File: src/rtl/beat_spawn_scheduler.sv
// beat_spawn_scheduler
//
// Sequences the six falling-block lanes from the shared beat counter. Holds the
// song chart (beat -> lane mask), detects each newly arrived beat, and issues
// one-cycle spawn pulses to the lane block generators. Also owns the game-phase
// FSM (idle / play / pause / done) that gates spawning.
//
// Optional feature macro: SPAWN_CATCHUP_EN
//   defined   : when the beat counter jumps ahead, skipped beats are replayed
//               one per cycle so none of their notes are lost.
//   undefined : only the newest beat is spawned; skipped beats are dropped.
//
// Ports:
//   clk             clock shared with the beat counter and lane blocks
//   rst_n           synchronous active-low reset
//   restart         synchronous game restart (same clear as rst_n)
//   start           one-cycle request to leave IDLE
//   stop_or_endgame level pause request
//   beat_cnt[6:0]   current beat number
//   spawn[5:0]      one-cycle lane spawn pulses, bit k drives lane k
//   state[1:0]      IDLE=0, PLAY=1, PAUSE=2, DONE=3
//   note_cnt[7:0]   total notes spawned, saturating at 255
//   game_done       high while in DONE
module beat_spawn_scheduler #(
    parameter int unsigned END_BEAT = 96
) (
    input  logic       clk,
    input  logic       rst_n,
    input  logic       restart,
    input  logic       start,
    input  logic       stop_or_endgame,
    input  logic [6:0] beat_cnt,
    output logic [5:0] spawn,
    output logic [1:0] state,
    output logic [7:0] note_cnt,
    output logic       game_done
);

    typedef enum logic [1:0] {
        StIdle  = 2'd0,
        StPlay  = 2'd1,
        StPause = 2'd2,
        StDone  = 2'd3
    } state_e;

    localparam logic [6:0] EndBeat = 7'(END_BEAT);

    state_e     state_q;
    logic [6:0] pre_beat_q;
    logic [5:0] spawn_q;
    logic [7:0] note_cnt_q;
    logic       game_done_q;

    logic [6:0] adv_beat;
    logic [5:0] adv_mask;
    logic [2:0] adv_pop;
    logic [8:0] cnt_sum;
    logic [7:0] cnt_next;

    // Beat processed on an advance: the next beat in sequence when catching
    // up, otherwise whatever the counter shows now.
`ifdef SPAWN_CATCHUP_EN
    assign adv_beat = pre_beat_q + 7'd1;
`else
    assign adv_beat = beat_cnt;
`endif

    // Song chart ROM
    always_comb begin
        adv_mask    = '0;
        adv_mask[0] = adv_beat inside {7'd1, 7'd13, 7'd25, 7'd37, 7'd61, 7'd81};
        adv_mask[1] = adv_beat inside {7'd5, 7'd17, 7'd29, 7'd41, 7'd63, 7'd83};
        adv_mask[2] = adv_beat inside {7'd7, 7'd19, 7'd31, 7'd47, 7'd65, 7'd85};
        adv_mask[3] = adv_beat inside {7'd9, 7'd23, 7'd35, 7'd49, 7'd67, 7'd89};
        adv_mask[4] = adv_beat inside {7'd11, 7'd27, 7'd39, 7'd53, 7'd71, 7'd91};
        adv_mask[5] = adv_beat inside {7'd3, 7'd21, 7'd33, 7'd45, 7'd51, 7'd57,
                                       7'd69, 7'd75, 7'd87};
    end

    // Saturating note counter increment
    always_comb begin
        adv_pop = '0;
        for (int k = 0; k < 6; k++) begin
            adv_pop = adv_pop + {2'b00, adv_mask[k]};
        end
        cnt_sum  = {1'b0, note_cnt_q} + {6'd0, adv_pop};
        cnt_next = cnt_sum[8] ? 8'hff : cnt_sum[7:0];
    end

    always_ff @(posedge clk) begin
        if (!rst_n || restart) begin
            state_q     <= StIdle;
            pre_beat_q  <= '0;
            spawn_q     <= '0;
            note_cnt_q  <= '0;
            game_done_q <= 1'b0;
        end else begin
            // Spawn is a single-cycle pulse; only an advance raises it.
            spawn_q <= '0;
            unique case (state_q)
                StIdle: begin
                    pre_beat_q <= beat_cnt;
                    if (start) begin
                        state_q <= StPlay;
                    end
                end
                StPlay: begin
                    if (stop_or_endgame) begin
                        // Pause wins over a simultaneous beat change.
                        state_q <= StPause;
                    end else if (beat_cnt > pre_beat_q) begin
                        pre_beat_q <= adv_beat;
                        spawn_q    <= adv_mask;
                        note_cnt_q <= cnt_next;
                    end else if (beat_cnt < pre_beat_q) begin
                        // Counter wrapped or was reloaded: resync silently.
                        pre_beat_q <= beat_cnt;
                    end else if (pre_beat_q >= EndBeat) begin
                        // Reached only a cycle after the final advance, so the
                        // last spawn pulse has already gone out.
                        state_q     <= StDone;
                        game_done_q <= 1'b1;
                    end
                end
                StPause: begin
                    // Beats passing during a pause are discarded.
                    pre_beat_q <= beat_cnt;
                    if (!stop_or_endgame) begin
                        state_q <= StPlay;
                    end
                end
                StDone: begin
                    game_done_q <= 1'b1;
                end
            endcase
        end
    end

    assign spawn     = spawn_q;
    assign state     = state_q;
    assign note_cnt  = note_cnt_q;
    assign game_done = game_done_q;

endmodule

File: config.mk
export PLATFORM = sky130hd
export DESIGN_NAME = beat_spawn_scheduler
export DESIGN_NICKNAME = d
export VERILOG_FILES = /design/src/rtl/beat_spawn_scheduler.sv
export SDC_FILE = /design/constraint.sdc
export NUM_CORES = 1
export LEC_CHECK = 0
export ABC_AREA = 1
export BUFFER_PORTS_ARGS = -buffer_cell sky130_fd_sc_hd__buf_2
export CORE_UTILIZATION = 51
export CTS_CLUSTER_DIAMETER = 100
export CTS_CLUSTER_SIZE = 8
export DETAILED_ROUTE_END_ITERATION = 10
export GPL_TIMING_DRIVEN = 0
export PLACE_DENSITY_LB_ADDON = 0.3
export SLEW_MARGIN = 20
export SYNTH_ARGS = -nofsm -noshare
export SYNTH_HDL_FRONTEND = slang
export SYNTH_SLANG_ARGS = --single-unit
File: constraint.sdc
create_clock -name clk -period 3.8 [get_ports clk]
set_clock_uncertainty 0.15 [all_clocks]
set_input_delay 0.57 -clock clk [delete_from_list [all_inputs] [get_ports clk]]
set_output_delay 0.57 -clock clk [all_outputs]
set_load 0.05 [all_outputs]
==> summary.md <==
| Metric | Value |
|---|---|
| Dpl ws | `-0.473 ns` |
| Final WL | `around 4.4 mm` |
| Number of remaining DRC errors | `0` |
| # rows | `21` |
| Die outline width | `61.5 um` |
| P&R area growth vs syn | `30.6%` |
| Top-count cell post-synth | `nand2_1` |
| Status | `finished with violations` |
| WHS Endpoint | `note_cnt[2]$_SDFFE_PP0P_` |
| Grt met3 use | `roughly 5.0%` |
| Antenna cells | `0` |
| WHS Path Cells | `2` |
| P per Cell Area | `between 200 and 250 nW/um^2` |
| R2r endpoint | `note_cnt[4]$_SDFFE_PP0P_` |
| Fmax | `~260 MHz` |
| Number of synthesized flops with an enable pin | `0` |
| I/O pin count | `29` |
| R2R depth | `12` |
| Detailed-route via count | `about 1.8k` |
| Hold_ws | `between 0.3 and 0.4 ns` |
| Capturing element type of the critical path | `flip-flop` |
| Worst Path Max Fanout | `3` |
| Fillers | `between 300 and 400` |
| Vias in the first global route | `approximately 1.6k` |
| Crit share post-route | `102%` |
| CTS HTree Levels | `1` |
| Final Max Tran Viols | `0` |
| Met2 Usage GRT | `39.8%` |
| Slew @ Worst Pin | `around 0.53 ns` |
| Rel. slew slack | `between 60% and 70%` |
| Insertion delay to the later sink of the worst-skew pair | `about 0.33 ns` |
| Req. time, crit path | `3.91 ns` |
| Sequential share of the synthesized area | `26.6%` |
| Crit start category | `input port` |
| M1 GR Usage | `29.8%` |
| Die H | `61.5 um` |
| Routed wire per std cell | `between 10 and 15 um` |
| Pin count of the biggest net entering global routing | `14` |
| Mapped Cells | `254` |
| Worst setup margin | `-0.0593 ns` |
| Drt via density | `~5.3` |
| Input/output buffers | `28` |
| Worst R2R Setup Slack | `~0.57 ns` |
| Dpl hpwl | `approximately 3.0 mm` |
| Gr usage total | `23.8%` |
| Fin util | `a little over two thirds` |
| Share of flip-flops with an asynchronous set or reset | `0%` |
| Die area | `3790 um^2` |
| Setup Crit Path Kind | `input port to flip-flop` |
| Starting density of the core | `a little over half` |
| Footprint of the multi-input gates | `1310 um^2` |
| Syn avg cell area | `around 7.1 um^2` |
| Post-Syn Area | `1810 um^2` |
| Fin nets | `approximately 330` |
| CTS tree | `yes` |
| Clock sink count | `24` |
| Main flop type after synthesis | `dfxtp_1` |
| Yosys reg bits | `24` |
| Top-area cell type share of the netlist area | `between 20% and 30%` |
| RSZ-0062 raised after global routing | `true` |
| Antenna violations before repair | `0` |
| Leakage power | `between 1 and 1.5 nW` |
| Post-synth top cells | `nand2_1 (49), inv_1 (42), a21oi_1 (24), dfxtp_1 (24), nand3_1 (22)` |
| Final ANT Viol Nets | `0` |
| GRT busiest layer | `met2` |
| Placeable Area | `3360 um^2` |
| Max Root-Sink Buffers | `2` |
| Max-cap viol count | `0` |
| Worst Min Path Start | `note_cnt[2]$_SDFFE_PP0P_` |
| Maximum VDD drop | `277 uV` |
| First-pass GRT wire length | `6.80 mm` |
| Hold Path Class | `flip-flop to flip-flop` |
| # setup viols final | `2` |
| Synth area leader | `dfxtp_1` |
| Worst-path clk slew | `0.14 ns` |
| Shortest period the worst path allows | `3.86 ns` |
| Root Buffer | `clkbuf_4` |
| Yosys warnings | `0` |
| Fin Setup TNS | `-0.0896 ns` |
| Routability cong. | `just over 0.9` |
| Critical path arrival | `3.97 ns` |
| FF-to-FF Start | `note_cnt[0]$_SDFFE_PP0P_` |
| CTS Buf Count | `3` |
| Layout cells sized above 1 | `36.2%` |
| Ranking of synthesized cells by area | `dfxtp_1 (27%), nand2_1 (10%), inv_1 (8.7%)` |
| Sequential cell area | `480 um^2` |
| 1st-iter DRT viols | `roughly 130` |
| Violated checks | `negative setup slack` |
| First-pass DRT Iterations | `6` |
| Fin. Hold Viols | `0` |
| Gr ovfl total | `0` |
| Syn Nets | `280` |
| Library cells used by synthesis | `42` |
layer usage:
metal | part of all wire [%] | wire (um)
met5 | 0 | 0
met4 | 3.4 | 148
met3 | 5.1 | 222
met2 | 49 | 2170
met1 | 42 | 1850
flip-flops by register name, indices dropped and copies added (netlist names):
signal      count
game_done       1
note_cnt        8
pre_beat_q      7
spawn           6
state           2
cell families (layout without fill, tap and decap cells):
kind of cell | Yosys count | after routing | share of synthesized area (%)
simple gates | 117 | 117 | 33.2
buf+inv | 49 | 93 | 11.0
compound gates | 47 | 47 | 16.5
flops | 24 | 24 | 26.6
fa+ha+maj | 14 | 14 | 11.3
xor+xnor | 3 | 3 | 1.45
cells in the final DEF, fill, tap and decap left out, types with 2 or more instances in the layout:
master,synthesis,layout
a211oi_2,2,2
a21oi_1,24,24
buf_2,1,22
buf_4,0,14
buf_6,1,3
clkbuf_4,0,5
dfxtp_1,24,24
fa_1,4,2
fa_2,0,2
ha_1,10,10
inv_1,42,32
inv_2,2,6
inv_4,0,5
nand2_1,49,45
nand2_2,3,5
nand2_4,2,4
nand3_1,22,14
nand3_2,3,8
nand3_4,1,4
nor2_1,20,19
nor2_2,3,3
nor3_1,5,3
nor3_4,0,3
o21ai_0,3,2
o21ai_1,4,3
o21ai_2,2,3
o22ai_1,5,3
o22ai_2,0,2
xor2_1,3,2
final cells by class:
type	count	area share, %
multi-input cells	181	55.4
clock buffers	4	1.54
plain buffers	2	0.689
inverters	47	8.48
repair buffers	40	11.1
well taps	46	2.44
flip-flops and latches	24	20.3
worst max path at each step:
stage / startpoint / end / slack (ns)
final: beat_cnt[0] / note_cnt[4]$_SDFFE_PP0P_ / -0.06
after global routing: beat_cnt[1] / note_cnt[4]$_SDFFE_PP0P_ / -0.19
after CTS: beat_cnt[1] / note_cnt[6]$_SDFFE_PP0P_ / 0.003
after detailed placement: beat_cnt[2] / note_cnt[6]$_SDFFE_PP0P_ / -0.47
after global placement: beat_cnt[2] / note_cnt[6]$_SDFFE_PP0P_ / -0.47
after floorplan: beat_cnt[1] / note_cnt[6]$_SDFFE_PP0P_ / -0.07
worst max-delay path, stage by stage:
cell and delay, ns:
buf_6 0.10, nand2_4 0.09, inv_4 0.06, nand3_4 0.08
inv_4 0.04, nor2_4 0.11, inv_2 0.06, a211oi_4 0.29
fa_1 0.46, fa_1 0.49, fa_2 0.38, fa_2 0.39
inv_2 0.08, nand2_4 0.05, a21boi_4 0.20, buf_6 0.12
xor2_2 0.16, o21ai_2 0.09, a21oi_1 0.14
per-stage QoR:
stage / instance area, um^2 / total power, mW / instances
final: 2360 / 0.541 / 344
after global routing: 2360 / 0.571 / 344
after CTS: 2180 / 0.523 / 339
after detailed placement: 2030 / 0.375 / 328
after global placement: 2030 / 0.373 / 328
after floorplan: 1830 / 0.348 / 254
power breakdown:
part	internal, mW	switching [mW]	leakage, nW
registers	0.257	0.00357	0.195
clock network	0.0587	0.0863	0.0210
logic	0.0492	0.0866	0.915
timing repair:
item / CTS / global route
buffers inserted: 7 / 5
hold endpoints to repair: 0 / 0
hold buffers: 0 / 0
setup endpoints to repair: 8 / 8
pin swaps: 9 / 13
resized for setup: 18 / 37
Note: power is estimated with default switching activity, not from simulation.
